File: config.mk
export PLATFORM = sky130hd
export DESIGN_NAME = ifu_fetch
export DESIGN_NICKNAME = d
export VERILOG_FILES = /design/src/rtl/ifu_fetch.sv
export SDC_FILE = /design/constraint.sdc
export NUM_CORES = 1
export LEC_CHECK = 0
export BUFFER_PORTS_ARGS = -buffer_cell sky130_fd_sc_hd__clkbuf_2
export CAP_MARGIN = 20
export CORE_ASPECT_RATIO = 0.5
export CORE_MARGIN = 4
export CORE_UTILIZATION = 39
export DETAILED_ROUTE_END_ITERATION = 8
export PLACE_DENSITY = 0.67
export SYNTH_ARGS = -nofsm -noshare
export SYNTH_HDL_FRONTEND = slang
export SYNTH_SLANG_ARGS = --single-unit
File: constraint.sdc
create_clock -name clk -period 2.4 [get_ports clk]
set_input_delay 0.36 -clock clk [delete_from_list [all_inputs] [get_ports clk]]
set_output_delay 0.36 -clock clk [all_outputs]
set_load 0.005 [all_outputs]
File: src/rtl/ifu_fetch.sv
`default_nettype none
// +----------------------------------------------------------------------------+
// | Module      : ifu_fetch                                                    |
// | Description : Non-pipelined instruction fetch: one AXI AR/R read per step, |
// |               presents {pc, inst} to execute and waits for its completion. |
// | Revision    : 1.0  initial release                                         |
// +----------------------------------------------------------------------------+
module ifu_fetch #(
    parameter int                   ISA_WIDTH = 64,
    parameter logic [ISA_WIDTH-1:0] RESET_PC  = ISA_WIDTH'(64'h0000_0000_8000_0000)
) (
    input  logic                 clk,
    input  logic                 rst,

    input  logic                 ifetch_req,
    input  logic                 ifetch_taken,
    input  logic [ISA_WIDTH-1:0] ifetch_taken_pc,

    output logic                 ifu_vld,
    output logic [ISA_WIDTH-1:0] ifu_pc,
    output logic [ISA_WIDTH-1:0] ifu_inst,
    output logic                 ifu_err,
    output logic [63:0]          inst_cnt,

    output logic [63:0]          axi_AR_ADDR,
    output logic                 axi_AR_VALID,
    input  logic                 axi_AR_READY,
    input  logic [63:0]          axi_R_DATA,
    input  logic                 axi_R_VALID,
    output logic                 axi_R_READY
);

    typedef enum logic [1:0] {
        S_AR   = 2'd0,
        S_R    = 2'd1,
        S_EXEC = 2'd2,
        S_HALT = 2'd3
    } state_e;

    state_e               state_q;
    logic [ISA_WIDTH-1:0] pc_q;
    logic [ISA_WIDTH-1:0] pc_d;
    logic [ISA_WIDTH-1:0] ifu_pc_q;
    logic [ISA_WIDTH-1:0] ifu_inst_q;
    logic [ISA_WIDTH-1:0] inst_d;
    logic [31:0]          word_d;
    logic                 ifu_vld_q;
    logic                 ifu_err_q;
    logic [63:0]          inst_cnt_q;

    // The 64-bit beat carries two instructions; pc[2] picks the half.
    assign word_d = pc_q[2] ? axi_R_DATA[63:32] : axi_R_DATA[31:0];
    assign inst_d = ISA_WIDTH'(word_d);
    assign pc_d   = ifetch_taken ? ifetch_taken_pc : pc_q + ISA_WIDTH'(4);

    always_ff @(posedge clk) begin
        if (rst) begin
            state_q    <= S_AR;
            pc_q       <= RESET_PC;
            ifu_pc_q   <= '0;
            ifu_inst_q <= '0;
            ifu_vld_q  <= 1'b0;
            ifu_err_q  <= 1'b0;
            inst_cnt_q <= 64'd0;
        end else begin
            ifu_vld_q <= 1'b0;
            case (state_q)
                S_AR: begin
                    if (axi_AR_READY) begin
                        state_q <= S_R;
                    end
                end
                S_R: begin
                    if (axi_R_VALID) begin
                        ifu_inst_q <= inst_d;
                        ifu_pc_q   <= pc_q;
                        ifu_vld_q  <= 1'b1;
                        state_q    <= S_EXEC;
                    end
                end
                S_EXEC: begin
                    if (ifetch_req) begin
                        inst_cnt_q <= inst_cnt_q + 64'd1;
                        // A misaligned target is fatal: keep the old pc and stop fetching.
                        if (pc_d[1:0] != 2'b00) begin
                            ifu_err_q <= 1'b1;
                            state_q   <= S_HALT;
                        end else begin
                            pc_q    <= pc_d;
                            state_q <= S_AR;
                        end
                    end
                end
                default: begin
                    state_q <= S_HALT;
                end
            endcase
        end
    end

    assign axi_AR_VALID = (state_q == S_AR) && !rst;
    assign axi_R_READY  = (state_q == S_R) && !rst;
    assign axi_AR_ADDR  = 64'(pc_q);

    assign ifu_vld  = ifu_vld_q;
    assign ifu_pc   = ifu_pc_q;
    assign ifu_inst = ifu_inst_q;
    assign ifu_err  = ifu_err_q;
    assign inst_cnt = inst_cnt_q;

endmodule
`default_nettype wire
[After elaboration in Yosys (flattened, before gate mapping)]
Index checks and enable logic that the tools add are counted.
Storage, ports and cells
  flip-flop bits (word level): 228
  bits of input ports: 134
  output and inout port bits: 260
  logic and storage cells: 35
Cells by class
  add/sub/neg operators: 2
  equality and inequality tests: 5
  mux-type cells: 8
  bitwise operators: 2
  reduce and logical (&&, ||, !) cells: 11
Operators by type and width (count)
  $add 64x1->64 const B: 1
  $add 64x3->64 const B: 1
  $mux 64: 1
  $mux 32: 1
  $reduce_and 3->1: 3
  $mux 2: 4
  $ne 2x2->1 const B: 3
  $pmux 2 s3: 1
  $reduce_and 2->1: 2
  $eq 2x1->1 const B: 1
  $eq 2x2->1 const B: 1
  $logic_and 1x1->1: 2
  $logic_not 2->1: 1
  $not 1->1: 2
  $reduce_bool 2->1: 1
  $reduce_or 2->1: 1
  $logic_not 1->1: 1
  $mux 1: 1

[Logic depth before layout (Yosys ltp)]
Gate-level depths: netlist of the first run.
  depth in word-level cells: 6
  gate-level depth with buffers: 8
  mapped depth without buffers: 6

[Least setup slack after synthesis of the first run]
No wires, ideal clock.
  kind: register -> register
  from: reg pc_q[3], in the netlist axi_AR_ADDR[3]
  to: reg pc_q[40], in the netlist axi_AR_ADDR[40]
  library setup time: 0.117 ns
  arrival: 2.118 ns
  path slack: 0.164 ns
  stages on the path, launching flop included: 7
  period minus slack after synthesis: 2.236 ns
  path through: dfxtp_1 -> ha_1 -> nand3_1 -> nor4_2 -> nand3_1 -> a21o_1 -> a32o_1
Between the ends
  longest elaborated chain between the ends: 2
Ends and longest elaborated chain
  start, declared: RTL line 41  | logic [ISA_WIDTH-1:0] pc_q;
  start signal, assigned: RTL line 89  | pc_q <= pc_d;
  $add 64x3->64: RTL line 54  | assign pc_d = ifetch_taken ? ifetch_taken_pc : pc_q + ISA_WIDTH'(4);
  $mux 64: RTL line 54
No other way between the ends.
A chain may end at the register's enable or synchronous reset.

[Worst setup path after layout of the first run]
  from: reg inst_cnt_q[27], in the netlist inst_cnt[27]
  to: reg inst_cnt_q[59], in the netlist inst_cnt[59]
Between the ends
  longest elaborated chain between the ends: 1
Ends and longest elaborated chain
  start, declared: RTL line 49  | logic [63:0] inst_cnt_q;
  start signal, assigned: RTL line 83  | inst_cnt_q <= inst_cnt_q + 64'd1;
  $add 64x1->64: RTL line 83
No other way between the ends.

==> results of run 1 <==
-- stage by stage --
stage	cells	utilization, %	setup slack (ns)	hold slack, ns	power, uW
floorplan	1504	-	0.1643	0.4527	4399
finish	2269	51.69	0.1408	0.08120	8404
CTS	2263	51.57	0.08178	0.05550	8496
global placement	2223	48.94	0.1582	0.4415	4709
global route	2269	51.69	0.005894	0.07558	8724
detailed placement	2223	48.94	0.09759	0.4459	4716
-- placed cells by master (no fill, tap or decap), types with 6 or more instances in the layout --
cell | netlist | layout
nor3_1 | 26 | 25
a211oi_1 | 41 | 41
nand2_1 | 198 | 198
and4_1 | 15 | 14
conb_1 | 1 | 32
nor2_1 | 105 | 104
a21o_1 | 6 | 6
or3_1 | 29 | 28
mux2i_1 | 42 | 42
dfxtp_1 | 228 | 227
and3_1 | 38 | 38
xor2_1 | 17 | 17
a31oi_1 | 21 | 21
or4_1 | 32 | 31
a22oi_1 | 10 | 10
o31ai_1 | 21 | 21
o211ai_1 | 13 | 13
o21ai_0 | 51 | 50
or2_2 | 6 | 6
a21oi_1 | 155 | 155
clkbuf_16 | 0 | 23
clkbuf_2 | 2 | 359
nor2b_1 | 6 | 6
buf_4 | 34 | 110
and2_1 | 8 | 8
inv_1 | 16 | 16
nand4_1 | 60 | 60
nor4_1 | 16 | 16
nand3_1 | 75 | 75
xnor2_1 | 8 | 8
-- worst reg2reg max path: cells and delay by family (launching register included) --
kind	cells	cell delay (ns)
AOI/OAI and AO/OA	1	0.15
DFF	1	0.38
and+or+nand+nor	4	1.67
-- registers in the layout (all words and copies together) (netlist names) --
signal       flops
ifu_err          1
state_q          2
ifu_pc          64
inst_cnt        64
axi_AR_ADDR     64
ifu_inst        32
ifu_vld          1
-- per-layer routing --
metal / part of all wire [%] / wire length, um / vias up
met5: 0 / 0 / -
met4: 3.1 / 1246 / 0
met2: 48 / 19210 / 424
met1: 42 / 17140 / 5824
li1: - / - / 6112
met3: 7.0 / 2810 / 82
-- kinds of logic after synthesis --
| family | after synthesis | share of synthesized area (%) |
|---|---|---|
| buffers and inverters | 163 | 6.596 |
| XOR/XNOR | 25 | 1.883 |
| AO/OA/AOI/OAI | 362 | 19.14 |
| adder cells (fa/ha/maj) | 2 | 0.2152 |
| multiplexers | 44 | 3.809 |
| flip-flops | 228 | 39.25 |
| other | 1 | 0.03225 |
| AND/OR/NAND/NOR | 648 | 29.07 |
-- final timing paths --
check | startpoint | to | slack (ns) | cells past startpoint
max | inst_cnt[27]$_SDFFE_PP0P_ | inst_cnt[59]$_SDFFE_PP0P_ | 0.14 | 5
min | ifetch_taken_pc[30] | axi_AR_ADDR[30]$_SDFFE_PP0P_ | 0.08 | 3
max reg2reg | inst_cnt[27]$_SDFFE_PP0P_ | inst_cnt[59]$_SDFFE_PP0P_ | 0.14 | 5
min reg2reg | ifu_pc[7]$_SDFFE_PP0P_ | ifu_pc[7]$_SDFFE_PP0P_ | 0.45 | 2
-- final cells by class --
class | instances | area share, %
Inverter | 17 | 0.4231
Clock inverter | 13 | 1.037
Tap cell | 391 | 3.244
Clock buffer | 27 | 4.049
Sequential cell | 228 | 30.27
Timing Repair Buffer | 475 | 18.13
Antenna cell | 5 | 0.08297
Multi-Input combinational cell | 1113 | 42.76
-- timing repair --
item                       in CTS  in global routing
buffers inserted                0                  1
hold buffers                    0                  0
resized for setup               0                  4
setup endpoints to repair       0                 11
-- where the power goes --
part           leakage, uW  internal (uW)  switching [uW]
registers          0.00184           3860            67.1
clock network     0.000375           2160            1620
logic              0.00376            290             419
==> flow_summary.yaml, run 1 <==
timing:
  tns_ns: 0
  layout_worst_path_cycle_share_pct: 94.13
  worst_slew_pin_slew_ns: 0.6883
  rsz0062_at_grt: "no"
  skew_ns: 0.01017
  slew_headroom_pct: 53.94
  max_freq_mhz: 442.6
  layout_min_cycle_time_ns: 2.259
  setup_violations: 0
  slew_violations: 0
  finalHoldViolCount: 0
logic_synthesis:
  ys_async_sr_fraction_pct: 0
  synth_cells: 1473
  yosys.cell_types.count: 73
  synth-edff-count: 0
  netlist.area_leader.share_pct: 39.25
  yosysTopAreaCell: "dfxtp_1"
  yosys_warnings: 0
  synthesis.area_um2: 11630
  synth.avg_cell_area_um2: 7.895
  synth_seq_cells: 228
  synthTopCellsByCount: "dfxtp_1, nand2_1, a21oi_1"
  ys_seq_area_share_pct: 39.25
  synthFlopType: "dfxtp_1"
  yosys-top-cells-area: "dfxtp_1, a21oi_1, nand2_1"
  synth_most_common_cell: "dfxtp_1"
floorplanning:
  die-area_um2: 32810
  die_h_um: 130.1
  die_w_um: 252.2
  coreArea_um2: 29180
  num_rows: 44
  io_pins: 394
  start_util_pct: 39.85
drt:
  vias: 12442
  drtIter0Drc: 1010
  wl_um: 40410
  drt-vias-per-instance: 5.483
  drtPass1Iterations: 5
  wl_per_cell_um: 17.81
  ant_nets: 0
  drc: 0
setup_path:
  endpoint_kind: "register"
  required_ns: 2.85
  criticalPathCategory: "register to register"
  path_cells: "and4_2 > nand3_1 > or4_4 > or4_1 > a21oi_1"
  path_max_fanout: 24
  worst_setup_path_start_kind: "register"
  slowest_stage: "or4_4"
  cpPeakStageDelay_ns: 0.68
  cp_data_arrival_time_ns: 2.71
  critical_path_buf_inv_count: 0
  cp_top_family: "simple AND/OR/NAND/NOR gates"
clock_tree:
  clockBufferDepth: 3
  cts_tree: "yes"
  clock-sinks: 228
  cts.clk_slew.worst_paths_ns: 0.07
  htree_levels: 1
  root_buffer: "clkbuf_16"
  numCtsBuffers: 23
  clock_latency_ns: 0.52
grt:
  grt_use_met3_pct: 4.322
  gr-usage-met2_pct: 38.17
  met1_usage_pct: 30.40
  grt_usage_pct: 22.96
  grt_pass1_wl_um: 62200
  grt_overflow_total: 0
  grt-busiest-layer: "met2"
  antenna_found_initial: 5
  grt_pass1_vias: 11271
  grt_max_degree: 104
final_layout:
  multi_input_area_um2: 6449
  nFillCells: 2870
  fin_nets: 1994
  seq_area_um2: 4566
  area_growth_pct: 29.69
  drive_gt1_share_pct: 29.42
  final_cell_area_um2: 15080
run:
  cap_violations: 0
power_and_ir_drop:
  ir_drop_v: 0.0004625
  p_leak_uw: 0.005978
  power_density_nw_per_um2: 557.3
status:
  status: "finished clean"
place:
  gp_congestion: 0.9249
  placed_area_um2: 14280
  io_buffer_count: 361
  dp_hpwl_um: 29800
hold_path:
  hold_path.class: "input port to register"
Power figures use the tool's default switching activity.
==> run 2, diff against run 1 <==
--- a/config.mk
+++ b/config.mk
@@ -12,6 +12,7 @@
 export CORE_UTILIZATION = 39
 export DETAILED_ROUTE_END_ITERATION = 8
 export PLACE_DENSITY = 0.67
+export RECOVER_POWER = 100
 export SYNTH_ARGS = -nofsm -noshare
 export SYNTH_HDL_FRONTEND = slang
 export SYNTH_SLANG_ARGS = --single-unit
==> flow_summary.yaml, run 2 (synthesis gave the netlist of run 1 again) <==
status:
  status: "finished clean"
setup_path:
  reg2regPathDepth: 5
  endpoint_kind: "register"
  reg2reg_from: "inst_cnt[27]$_SDFFE_PP0P_"
  worstSetupStartpoint: "inst_cnt[27]$_SDFFE_PP0P_"
  reg2reg_slack_ns: 0.14
  cp_data_arrival_time_ns: 2.71
  required_ns: 2.85
  path_cells: "and4_2 > nand3_1 > or4_4 > or4_1 > a21oi_1"
  worst_setup_path_start_kind: "register"
  criticalPathCategory: "register to register"
  reg2reg_to: "inst_cnt[59]$_SDFFE_PP0P_"
  path_max_fanout: 24
  slowest_stage: "or4_4"
  cpPeakStageDelay_ns: 0.68
floorplanning:
  num_rows: 44
  coreArea_um2: 29180
  io_pins: 394
  start_util_pct: 39.85
  die-area_um2: 32810
  die_h_um: 130.1
  die_w_um: 252.2
clock_tree:
  cts_hold_buf: 0
  clockBufferDepth: 3
  clock_latency_ns: 0.52
  cts.clk_slew.worst_paths_ns: 0.07
  numCtsBuffers: 23
  root_buffer: "clkbuf_16"
  clock-sinks: 228
  cts_tree: "yes"
  htree_levels: 1
hold_path:
  hp-start: "ifetch_taken_pc[56]"
  hold_path.class: "input port to register"
  holdPathEnd: "axi_AR_ADDR[56]$_SDFFE_PP0P_"
  holdPathStages: 3
drt:
  drc: 0
  drtPass1Iterations: 5
  ant_nets: 0
  wl_um: 40510
  vias: 12477
  drt-vias-per-instance: 5.499
  wl_per_cell_um: 17.85
  drtIter0Drc: 1063
place:
  io_buffer_count: 361
  gp_congestion: 0.9249
  pre_cts_slack_ns: 0.09759
  dp_hpwl_um: 29800
grt:
  grt_usage_pct: 22.96
  grt_pass1_vias: 11271
  grt_max_degree: 104
  grt_overflow_total: 0
  antenna_found_initial: 5
  grt_pass1_wl_um: 62200
timing:
  holdWs_ns: 0.08248
  finalHoldViolCount: 0
  rsz0062_at_grt: "no"
  layout_min_cycle_time_ns: 2.255
  skew_ns: 0.01140
  slew_violations: 0
  worst_slew_pin_slew_ns: 1.123
  setup_violations: 0
  layout_worst_path_cycle_share_pct: 93.96
  slew_headroom_pct: 25.15
  postLayoutSetupSlackWorst_ns: 0.1449
  max_freq_mhz: 443.4
  tns_ns: 0
power_and_ir_drop:
  p_int_uw: 6277
  swShare_pct: 25.12
  power_density_nw_per_um2: 572.1
  p_leak_uw: 0.005236
  power_frac_comb_pct: 8.2
  ir_drop_v: 0.0004621
  total_power_uw: 8382
  power.share.clock_pct: 45.0
  seqPwrFrac_pct: 46.8
  switching_power_uw: 2106
final_layout:
  final_common_cell: "dfxtp_1"
  nFillCells: 3001
  mostFrequentLayoutCells: "dfxtp_1, clkbuf_2, clkbuf_1"
  utilization_pct: 50.22
  drive_gt1_share_pct: 18.47
  area_growth_pct: 26.01
  fin_nets: 1994
run:
  cap_violations: 0
==> run 2: what timing repair did <==
action / in CTS / in global routing
hold endpoints to repair: 0 / 0
gates resized for setup: 0 / 4
setup endpoints to repair: 0 / 11
buffers inserted: 0 / 1
==> run 2: worst max-delay path by stage <==
stage / end / slack [ns] / cells after the start
6_report: inst_cnt[59]$_SDFFE_PP0P_ / 0.14 / 5
5_1_grt: inst_cnt[60]$_SDFFE_PP0P_ / 0.008 / 5
2_1_floorplan: axi_AR_ADDR[40]$_SDFFE_PP0P_ / 0.16 / 6
3_3_place_gp: inst_cnt[56]$_SDFFE_PP0P_ / 0.16 / 5
3_5_place_dp: inst_cnt[58]$_SDFFE_PP0P_ / 0.1 / 5
4_1_cts: inst_cnt[58]$_SDFFE_PP0P_ / 0.08 / 5
==> run 2: final cells by class <==
| cell class | count | area, um2 | area share [%] |
|---|---|---|---|
| diodes | 5 | 12.51 | 0.08539 |
| clock buffers | 27 | 610.6 | 4.167 |
| clock inverters | 13 | 156.4 | 1.067 |
| inverters | 17 | 63.81 | 0.4355 |
| multi-input cells | 1113 | 6441 | 43.96 |
| flip-flops and latches | 228 | 4566 | 31.16 |
| well taps | 391 | 489.2 | 3.339 |
| repair buffers | 475 | 2313 | 15.79 |
==> run 2: critical path: cells and delay by family (launching register included) <==
kind | cells | cell delay (ns)
AOI/OAI and AO/OA | 1 | 0.15
DFF | 1 | 0.38
and+or+nand+nor | 4 | 1.66
==> run 2: power groups by stage <==
| stage | Combinational [uW] | Clock [uW] | Sequential, uW |
|---|---|---|---|
| 4_1_cts | 709 | 3860 | 3920 |
| 6_report | 685 | 3770 | 3920 |
| 5_1_grt | 757 | 4010 | 3930 |
| 2_1_floorplan | 398 | 0 | 4000 |
| 3_5_place_dp | 707 | 0 | 4010 |
| 3_3_place_gp | 700 | 0 | 4010 |
==> run 2: metrics by stage <==
stage / area (um2) / std cells
finish: 14650 / 2269
global route: 14650 / 2269
CTS: 15050 / 2263
detailed placement: 14280 / 2223
global placement: 14280 / 2223
floorplan: 11750 / 1504
==> run 2: metal layers <==
metal	vias up	track usage [%]	wire (um)
li1	6113	-	-
met1	5831	30.40	17200
met2	445	38.17	19190
met3	88	4.322	2819
met4	0	7.809	1293
met5	-	0	0
